`src/rtl/machine_timer_if.sv`:
```
// Register-port bundle for machine_timer: single-outstanding valid/ready request and response.
// The master side is the CPU peripheral bus; the slave side is the timer.
interface machine_timer_if #(
    parameter int unsigned ADDR_W = 5
) ();
    logic              req_valid;
    logic              req_ready;
    logic              req_we;
    logic [ADDR_W-1:0] req_addr;
    logic [31:0]       req_wdata;
    logic [3:0]        req_wstrb;
    logic              rsp_valid;
    logic              rsp_ready;
    logic [31:0]       rsp_rdata;
    logic              rsp_err;

    modport master (
        output req_valid, req_we, req_addr, req_wdata, req_wstrb, rsp_ready,
        input  req_ready, rsp_valid, rsp_rdata, rsp_err
    );

    modport slave (
        input  req_valid, req_we, req_addr, req_wdata, req_wstrb, rsp_ready,
        output req_ready, rsp_valid, rsp_rdata, rsp_err
    );
endinterface

```
`src/rtl/machine_timer.sv`:
```
// RISC-V machine timer: 64-bit mtime/mtimecmp with prescaler, level mti_o, valid/ready register port.
// Optional MTIMER_MSIP_EN adds an MSIP register at 0x14 and the msi_o output.
module machine_timer #(
    parameter int unsigned ADDR_W   = 5,
    parameter int unsigned PRESCALE = 1
) (
    input  logic           clk_i,
    input  logic           rst_i,
    machine_timer_if.slave bus_io,
    output logic           mti_o,
    output logic [63:0]    mtime_o
`ifdef MTIMER_MSIP_EN
    ,
    output logic           msi_o
`endif
);

    localparam int unsigned       PW          = (PRESCALE > 1) ? $clog2(PRESCALE) : 1;
    localparam logic [PW-1:0]     PresLast    = PW'(PRESCALE - 1);
    localparam logic [ADDR_W-1:0] AddrMtimeLo = ADDR_W'(32'h00);
    localparam logic [ADDR_W-1:0] AddrMtimeHi = ADDR_W'(32'h04);
    localparam logic [ADDR_W-1:0] AddrCmpLo   = ADDR_W'(32'h08);
    localparam logic [ADDR_W-1:0] AddrCmpHi   = ADDR_W'(32'h0C);
    localparam logic [ADDR_W-1:0] AddrCtrl    = ADDR_W'(32'h10);
`ifdef MTIMER_MSIP_EN
    localparam logic [ADDR_W-1:0] AddrMsip    = ADDR_W'(32'h14);
`endif

    typedef enum logic [0:0] {StIdle, StResp} state_e;

    state_e        state_q;
    logic          ready_q, rsp_valid_q, rsp_err_q, mti_q;
    logic [31:0]   rsp_rdata_q, rd_data;
    logic [63:0]   mtime_q, mtime_d, mtimecmp_q, mtimecmp_d;
    logic          en_q, en_d;
    logic [PW-1:0] presc_q, presc_d;
    logic          accept, tick, dec_err, wr;
    logic          sel_mtlo, sel_mthi, sel_cmplo, sel_cmphi, sel_ctrl;
`ifdef MTIMER_MSIP_EN
    logic          msip_q, msip_d, msi_q, sel_msip;
`endif

    function automatic logic [31:0] merge_bytes(input logic [31:0] old_v,
                                                input logic [31:0] new_v,
                                                input logic [3:0]  strb);
        logic [31:0] res;
        for (int b = 0; b < 4; b++) begin
            res[8*b +: 8] = strb[b] ? new_v[8*b +: 8] : old_v[8*b +: 8];
        end
        return res;
    endfunction

    assign accept = bus_io.req_valid & ready_q;
    assign tick   = en_q & (presc_q == PresLast);
    assign wr     = accept & bus_io.req_we & ~dec_err;

    always_comb begin : decode
        sel_mtlo  = 1'b0;
        sel_mthi  = 1'b0;
        sel_cmplo = 1'b0;
        sel_cmphi = 1'b0;
        sel_ctrl  = 1'b0;
`ifdef MTIMER_MSIP_EN
        sel_msip  = 1'b0;
`endif
        dec_err   = 1'b0;
        rd_data   = '0;
        if (bus_io.req_addr[1:0] != 2'b00) begin
            dec_err = 1'b1;
        end else begin
            case (bus_io.req_addr)
                AddrMtimeLo: begin sel_mtlo  = 1'b1; rd_data = mtime_q[31:0];    end
                AddrMtimeHi: begin sel_mthi  = 1'b1; rd_data = mtime_q[63:32];   end
                AddrCmpLo:   begin sel_cmplo = 1'b1; rd_data = mtimecmp_q[31:0]; end
                AddrCmpHi:   begin sel_cmphi = 1'b1; rd_data = mtimecmp_q[63:32]; end
                AddrCtrl:    begin sel_ctrl  = 1'b1; rd_data = {31'b0, en_q};    end
`ifdef MTIMER_MSIP_EN
                AddrMsip:    begin sel_msip  = 1'b1; rd_data = {31'b0, msip_q};  end
`endif
                default:     dec_err = 1'b1;
            endcase
        end
    end

    always_comb begin : next_state
        mtime_d    = tick ? mtime_q + 64'd1 : mtime_q;
        presc_d    = presc_q;
        if (en_q) begin
            presc_d = tick ? '0 : presc_q + PW'(1);
        end
        mtimecmp_d = mtimecmp_q;
        en_d       = en_q;
`ifdef MTIMER_MSIP_EN
        msip_d     = msip_q;
`endif
        // A software write to an mtime half replaces the tick for that cycle; no LO->HI carry.
        if (wr) begin
            if (sel_mtlo) begin
                mtime_d = {mtime_q[63:32],
                           merge_bytes(mtime_q[31:0], bus_io.req_wdata, bus_io.req_wstrb)};
            end
            if (sel_mthi) begin
                mtime_d = {merge_bytes(mtime_q[63:32], bus_io.req_wdata, bus_io.req_wstrb),
                           mtime_q[31:0]};
            end
            if (sel_cmplo) begin
                mtimecmp_d[31:0] = merge_bytes(mtimecmp_q[31:0], bus_io.req_wdata,
                                               bus_io.req_wstrb);
            end
            if (sel_cmphi) begin
                mtimecmp_d[63:32] = merge_bytes(mtimecmp_q[63:32], bus_io.req_wdata,
                                                bus_io.req_wstrb);
            end
            if (sel_ctrl && bus_io.req_wstrb[0]) begin
                en_d = bus_io.req_wdata[0];
                if (!bus_io.req_wdata[0]) begin
                    presc_d = '0;
                end
            end
`ifdef MTIMER_MSIP_EN
            if (sel_msip && bus_io.req_wstrb[0]) begin
                msip_d = bus_io.req_wdata[0];
            end
`endif
        end
    end

    always_ff @(posedge clk_i) begin
        if (rst_i) begin
            state_q     <= StIdle;
            ready_q     <= 1'b1;
            rsp_valid_q <= 1'b0;
            rsp_err_q   <= 1'b0;
            rsp_rdata_q <= '0;
            mti_q       <= 1'b0;
            mtime_q     <= '0;
            mtimecmp_q  <= '1;
            en_q        <= 1'b0;
            presc_q     <= '0;
`ifdef MTIMER_MSIP_EN
            msip_q      <= 1'b0;
            msi_q       <= 1'b0;
`endif
        end else begin
            mtime_q    <= mtime_d;
            mtimecmp_q <= mtimecmp_d;
            en_q       <= en_d;
            presc_q    <= presc_d;
            mti_q      <= (mtime_q >= mtimecmp_q);
`ifdef MTIMER_MSIP_EN
            msip_q     <= msip_d;
            msi_q      <= msip_q;
`endif
            unique case (state_q)
                StIdle: begin
                    if (accept) begin
                        state_q     <= StResp;
                        ready_q     <= 1'b0;
                        rsp_valid_q <= 1'b1;
                        rsp_err_q   <= dec_err;
                        rsp_rdata_q <= bus_io.req_we ? '0 : rd_data;
                    end
                end
                StResp: begin
                    if (bus_io.rsp_ready) begin
                        state_q     <= StIdle;
                        ready_q     <= 1'b1;
                        rsp_valid_q <= 1'b0;
                    end
                end
                default: ;
            endcase
        end
    end

    assign bus_io.req_ready = ready_q;
    assign bus_io.rsp_valid = rsp_valid_q;
    assign bus_io.rsp_rdata = rsp_rdata_q;
    assign bus_io.rsp_err   = rsp_err_q;
    assign mti_o            = mti_q;
    assign mtime_o          = mtime_q;
`ifdef MTIMER_MSIP_EN
    assign msi_o            = msi_q;
`endif

endmodule

```
`src/flat_wrapper.sv`:
```
// flat-port wrapper written by rule: the top's interface ports become plain ports
module machine_timer_flat 
#(
    parameter int unsigned ADDR_W   = 5,
    parameter int unsigned PRESCALE = 1
)
  (clk_i, rst_i, mti_o, mtime_o, bus_io_req_valid, bus_io_req_we, bus_io_req_addr, bus_io_req_wdata, bus_io_req_wstrb, bus_io_rsp_ready, bus_io_req_ready, bus_io_rsp_valid, bus_io_rsp_rdata, bus_io_rsp_err);
  machine_timer_if #(.ADDR_W(ADDR_W)) bus_io_i ();
  input  logic clk_i;
  input  logic rst_i;
  output logic mti_o;
  output logic [63:0] mtime_o;
  input wire logic [$bits(bus_io_i.req_valid)-1:0] bus_io_req_valid;
  input wire logic [$bits(bus_io_i.req_we)-1:0] bus_io_req_we;
  input wire logic [$bits(bus_io_i.req_addr)-1:0] bus_io_req_addr;
  input wire logic [$bits(bus_io_i.req_wdata)-1:0] bus_io_req_wdata;
  input wire logic [$bits(bus_io_i.req_wstrb)-1:0] bus_io_req_wstrb;
  input wire logic [$bits(bus_io_i.rsp_ready)-1:0] bus_io_rsp_ready;
  output wire logic [$bits(bus_io_i.req_ready)-1:0] bus_io_req_ready;
  output wire logic [$bits(bus_io_i.rsp_valid)-1:0] bus_io_rsp_valid;
  output wire logic [$bits(bus_io_i.rsp_rdata)-1:0] bus_io_rsp_rdata;
  output wire logic [$bits(bus_io_i.rsp_err)-1:0] bus_io_rsp_err;
  assign bus_io_i.req_valid = bus_io_req_valid;
  assign bus_io_i.req_we = bus_io_req_we;
  assign bus_io_i.req_addr = bus_io_req_addr;
  assign bus_io_i.req_wdata = bus_io_req_wdata;
  assign bus_io_i.req_wstrb = bus_io_req_wstrb;
  assign bus_io_i.rsp_ready = bus_io_rsp_ready;
  assign bus_io_req_ready = bus_io_i.req_ready;
  assign bus_io_rsp_valid = bus_io_i.rsp_valid;
  assign bus_io_rsp_rdata = bus_io_i.rsp_rdata;
  assign bus_io_rsp_err = bus_io_i.rsp_err;
  machine_timer #(.ADDR_W(ADDR_W), .PRESCALE(PRESCALE)) u_core (.clk_i(clk_i), .rst_i(rst_i), .bus_io(bus_io_i), .mti_o(mti_o), .mtime_o(mtime_o));
endmodule
```
`config.mk`:
```
export PLATFORM = sky130hd
export DESIGN_NAME = machine_timer_flat
export DESIGN_NICKNAME = d
export VERILOG_FILES = /design/src/rtl/machine_timer_if.sv /design/src/rtl/machine_timer.sv /design/src/flat_wrapper.sv
export SDC_FILE = /design/constraint.sdc
export NUM_CORES = 1
export LEC_CHECK = 0
export ABC_AREA = 1
export CORE_ASPECT_RATIO = 0.6
export CORE_MARGIN = 1
export CORE_UTILIZATION = 40
export CTS_BUF_LIST = sky130_fd_sc_hd__clkbuf_4 sky130_fd_sc_hd__clkbuf_8 sky130_fd_sc_hd__clkbuf_16
export DETAILED_ROUTE_END_ITERATION = 12
export PLACE_DENSITY_LB_ADDON = 0.05
export SETUP_SLACK_MARGIN = 0.5
export SLEW_MARGIN = 20
export SYNTH_ARGS = -nofsm -noshare
export SYNTH_HDL_FRONTEND = slang
export SYNTH_SLANG_ARGS = --single-unit
```
`constraint.sdc`:
```
create_clock -name clk_i -period 2.2 [get_ports clk_i]
set_clock_uncertainty 0.1 [all_clocks]
set_input_delay 0.44 -clock clk_i [delete_from_list [all_inputs] [get_ports clk_i]]
set_output_delay 0.44 -clock clk_i [all_outputs]
set_load 0.02 [all_outputs]
```
==> flow_summary.toml, run 1 <==
[yosys]
seq_area_frac_synth_pct = 29.93
syn_avg_cell_area_um2 = 6.335
synth_area_leader_cell = "dfxtp_1"
netlist_instances = 1763
synthArstFlopShare_pct = 0
yosysWarnings = 0
ys_seq_elements = 167
synth.top_cell.area_share_pct = 29.93
synth_area_leaders = "dfxtp_1, nand2_1, inv_1"
synth_edf_count = 0
synth_ff_type = "dfxtp_1"
syn_nets = 1874
ys_types = 42
syn-cell-area_um2 = 11170

[final_layout]
fillers = 2092
stdcell_count = 2638
regArea_um2 = 3511
layout_common_cells = "nand2_1, buf_4, inv_1"
layout_commonest_cell = "nand2_1"
layout-drive-gt1-share_pct = 44.46
nets = 2374
area_growth_pct = 75.67
multi_input_area_um2 = 8701

[worst_setup_path]
cp-end-kind = "flop"
cp.arrival_ps = 2450
slowest_stage = "dfxtp_2"
crit_path_start_kind = "flop"
crit_type = "reg -> reg"
critPathTopFamily = "buffers and inverters"
slowest_delay_ps = 340
required_ps = 2450
crit_top_cell = "buf_6"
path_cells = "buf_6 > nand2_4 > nor2_4 > buf_6 > nand2_4 > inv_6 > buf_6 > nand2_8 > a21oi_4 > clkinvlp_4 > o21ai_1 > a21oi_1"
cp_max_fo = 5
path_buf_inv = 5

[place]
gp_congestion = 1.085
dp_hpwl_um = 46600
io_buffers = 145
dp.cells = 2457

[timing]
final_max_slew_viol_count = 0
post-route-period-util_pct = 99.97
fmax_ghz = 0.4547
slew_headroom_pct = 58.29
setup_viol = 0
finalCriticalPeriod_ps = 2199
tns_ps = 0
hold_ws_ps = 316.5
final_hold_viol_count = 0
worstMarginPinSlew_ps = 625.7
rsz0062_at_grt = "yes"

[power]
cellLeakagePower_uw = 0.009997
p_per_area_nw_per_um2 = 342.7
irDropWorstVdd_mv = 0.5037

[clock_network]
cts_buffers = 17
cts_num_sinks = 167
htreeDepth = 4
clock_path_buffers = 2
clk_pin_slew_ps = 70
clk_latency_ps = 480
tritoncts = "built"
cts_root_buf = "clkbuf_16"

[run_status]
outcome = "completed"

[grt]
grt_max_degree = 46
antenna_found_initial = 2
grt_use_total_pct = 42.54
grt_pass1_vias = 13462
grt_pass1_wl_um = 88980
global_route.overflow_total = 0

[routing]
drt_wl_total_um = 68090
ant_nets = 0
post-route-drc-count = 0
wl_per_cell_um = 25.81
num_vias = 15958
drtIter0Drc = 2600
dr.pass1.iters = 7
via_per_inst = 6.049

[floorplan]
die_w_um = 217.7
core_um2 = 26940
start_util_pct = 41.47
die_area_um2 = 28620
row_count = 46
io-pin-count = 146
die_height_um = 131.4

[hold_path]
hp-class = "in -> reg"

[job]
drv_cap = 0
cell families (layout without fill, tap and decap cells):
family / Yosys count / in the layout / synth area share [%]
flops: 167 / 167 / 29.93
compound gates: 402 / 402 / 20.21
xor+xnor: 17 / 17 / 1.333
buf+inv: 306 / 817 / 11.01
simple gates: 801 / 803 / 29.79
mux: 5 / 5 / 0.4481
other cells: 0 / 2 / 0
fa+ha+maj: 65 / 65 / 7.281
through the flow:
stage               cell area [µm²]  setup slack (ps)  util [%]  power (µW)
CTS                           17270             191.2     64.11        6601
floorplan                     11410             317.9         -        3306
finish                        19620            0.5642     72.84        6725
global route                  19620             20.04     72.83        6859
detailed placement            15020            -444.3     55.77        3632
global placement              15020            -411.5     55.77        3634
layout make-up:
| class | count | share of cell area, % |
|---|---|---|
| Tap cell | 360 | 2.296 |
| Multi-Input combinational cell | 1292 | 44.34 |
| Antenna cell | 2 | 0.02551 |
| Timing Repair Buffer | 543 | 27.65 |
| Inverter | 240 | 4.853 |
| Timing Repair inverter | 2 | 0.07014 |
| Clock inverter | 11 | 0.4527 |
| Clock buffer | 21 | 2.417 |
| Sequential cell | 167 | 17.89 |
worst paths after layout:
check	startpoint	to	slack [ps]	cells past startpoint
worst max-delay path	u_core.bus_io.req_ready	u_core.mtime_o[8]	0.6	12
worst max register to register	u_core.bus_io.req_ready	u_core.mtime_o[8]	0.6	12
worst min register to register	u_core.bus_io.rsp_rdata[0]	u_core.bus_io.rsp_rdata[0]	360	2
worst min-delay path	bus_io_req_valid	u_core.state_q	320	3
Yosys cell counts, drive strengths merged, types with 7 or more instances:
cell type and n:
o21ai 144, inv 239, o211ai 51, ha 65
a21oi 160, clkbuf 38, buf 28, nand3 95
nor2 165, nor3 30, o22ai 25, o2111ai 7
dfxtp 167, nand4 33, xor2 13, nand2 469
sequential cells by signal, summed over array words and instances, names as in the netlist:
| register | cells |
|---|---|
| u_core.mti_o | 1 |
| u_core.en_q | 1 |
| u_core.mtimecmp_q | 64 |
| u_core.bus_io.req_ready | 1 |
| u_core.bus_io.rsp_valid | 1 |
| u_core.state_q | 1 |
| u_core.bus_io.rsp_err | 1 |
| u_core.bus_io.rsp_rdata | 32 |
| u_core.mtime_o | 64 |
| u_core.presc_q | 1 |
worst reg2reg max path, cell delays in order, from the launching register on:
cell	delay, ps
dfxtp_2	340
buf_6	100
nand2_4	60
nor2_4	140
buf_6	120
nand2_4	60
inv_6	90
buf_6	130
nand2_8	70
a21oi_4	280
clkinvlp_4	270
o21ai_1	260
a21oi_1	70
power breakdown:
group,leakage [µW],switching (µW),internal (µW)
Combinational,0.00835,420,249
Clock,0.000270,1490,1560
Sequential,0.00138,12.5,2990
Total,0.0100,1920,4810
per-layer routing:
metal  vias up  track usage, %  routed length [µm]
li1       6854               -                   -
met1      7542           64.67               28390
met3       226           21.76               12470
met5         -               0                 111
met4         6           8.120                2360
met2      1330           51.01               24760
repair_timing:
item                                    4_1_cts  5_1_grt
setup buffers                                60       65
hold endpoints to repair                      0        0
resized for setup                           649      453
cloned                                        7       15
endpoints found under the setup margin      263      236
pin swaps                                   117      153
hold buffers                                  0        0
No activity file was read; power rests on OpenSTA's default activity.
==> inputs of run 2 (changes only) <==
- CTS_CLUSTER_DIAMETER: not set -> 30
- DONT_BUFFER_PORTS: not set -> 1
==> flow_summary.toml, run 2 (synthesized netlist as in run 1, its figures left out) <==
[timing]
post-route-period-util_pct = 91.79
rsz0062_at_grt = "yes"
worstMarginPinSlew_ps = 662.3
final_max_slew_viol_count = 0
setup_viol = 0
final_hold_viol_count = 39
fmax_ghz = 0.4952
hold_ws_ps = -57.41
slew_headroom_pct = 55.38
finalCriticalPeriod_ps = 2019

[grt]
grt_pass1_vias = 12481
grt_max_degree = 89
grt_pass1_wl_um = 85290
grt_use_total_pct = 41.38
antenna_found_initial = 5
global_route.overflow_total = 0

[worst_setup_path]
r2r_slack_ps = 180
cp.arrival_ps = 2290
r2r_start = "u_core.mtime_o[9]"
crit_path_start_kind = "flop"
cp_max_fo = 4
rr_endpoint = "u_core.mtime_o[43]"
crit_type = "reg -> reg"
cp-end-kind = "flop"
required_ps = 2470
ff2ff_path_depth = 14

[routing]
post-route-drc-count = 0
wl_met1_um = 28170
drt_wl_total_um = 63130
ant_nets = 0
dr.pass1.iters = 6
wl_per_cell_um = 25.95
wl_met2_um = 22640
top_layer_used = "met5"
via_per_inst = 5.980
num_vias = 14550
drtIter0Drc = 2259
route.met3.wl_um = 11340

[run_status]
violations = "negative hold slack"
outcome = "finished with violations"

[floorplan]
start_util_pct = 41.47
die_area_um2 = 28620
row_count = 46
io-pin-count = 146
die_height_um = 131.4
die_w_um = 217.7
core_um2 = 26940

[clock_network]
cts_buffers = 17
cts_root_buf = "clkbuf_16"
clk_pin_slew_ps = 70
holdBufCountCts = 6
tritoncts = "built"
clock_path_buffers = 2
clk_latency_ps = 470
htreeDepth = 4
cts_num_sinks = 167

[place]
dp_hpwl_um = 45580
gp_congestion = 1.056
io_buffers = 0

[power]
intPower_uw = 5220
irDropWorstVdd_mv = 0.3838
switchingPower_uw = 1720
cellLeakagePower_uw = 0.008261
switching_share_pct = 24.79
p_seq_share_pct = 43.5
p_per_area_nw_per_um2 = 397.2
combinationalPowerShare_pct = 5.3
clockPowerShare_pct = 51.2
p_total_uw = 6940

[final_layout]
area_growth_pct = 56.44
layout_common_cells = "nand2_1, buf_4, inv_1"
multi_input_area_um2 = 8618
regArea_um2 = 3503
layout_commonest_cell = "nand2_1"
fillers = 2352
nets = 2168
layout-drive-gt1-share_pct = 40.48

[job]
drv_cap = 0

[hold_path]
whs_path_depth = 1
hold_start = "rst_i"
min_to = "u_core.bus_io.rsp_rdata[16]"
hp-class = "in -> reg"
run 2: worst max path at each step:
stage | slack [ps] | from | end | cells after the start
6_report | 180 | u_core.mtime_o[9] | u_core.mtime_o[43] | 14
5_1_grt | 110 | u_core.mtime_o[9] | u_core.mtime_o[43] | 14
4_1_cts | 290 | u_core.mtime_o[25] | u_core.mtime_o[57] | 13
3_5_place_dp | -20 | u_core.en_q | u_core.mtime_o[61] | 11
3_3_place_gp | -6 | u_core.en_q | u_core.mtime_o[61] | 11
2_1_floorplan | 320 | bus_io_req_addr[2] | u_core.mtime_o[12] | 12
run 2: cell type report:
type	instances	share of cell area, %
Timing Repair Buffer	338	18.69
Clock buffer	22	2.685
Inverter	240	5.492
Sequential cell	167	20.05
Timing Repair inverter	1	0.04296
Clock inverter	10	1.096
Multi-Input combinational cell	1292	49.32
Antenna cell	3	0.04296
Tap cell	360	2.578
run 2: power groups by stage:
stage,Clock (µW),Combinational [µW],Sequential [µW]
5_1_grt,3670,384,3020
3_5_place_dp,0,287,3120
4_1_cts,3540,319,3030
3_3_place_gp,0,286,3120
6_report,3560,368,3020
2_1_floorplan,0,183,3120
run 2: metal layers:
layer	global-route usage (%)	up-vias
li1	-	6437
met1	61.40	7015
met2	48.92	996
met3	25.56	100
met4	6.099	2
met5	0	-
run 2: repair_timing:
action                                  in CTS  in global routing
hold endpoints to repair                    68                 56
resized for setup                          308                404
pin swaps                                   79                155
gates cloned                                 5                  5
endpoints found under the setup margin      80                134
setup buffers                               55                 53
run 2: critical path, cell delays in order (launching register included):
cell and delay [ps]:
dfxtp_4 380, nand2_2 100, nor2_4 160, buf_4 130, nand4_1 140, buf_6 170
nor2_4 100, buf_6 150, nand3_1 80, nand2_1 70, nand2_1 80, nand2_1 80
nand3_1 70, nand2_1 70, inv_1 30
run 2: metrics by stage:
step	util, %	setup TNS [ps]	worst slack (ps)	std cells	area [µm²]
6_report	64.87	0	180.6	2433	17470
5_1_grt	64.84	0	114.9	2430	17470
4_1_cts	57.30	0	293.2	2372	15430
3_5_place_dp	48.74	-21.08	-21.08	2274	13130
3_3_place_gp	48.74	-5.782	-5.782	2274	13130
2_1_floorplan	-	0	317.9	1763	11410
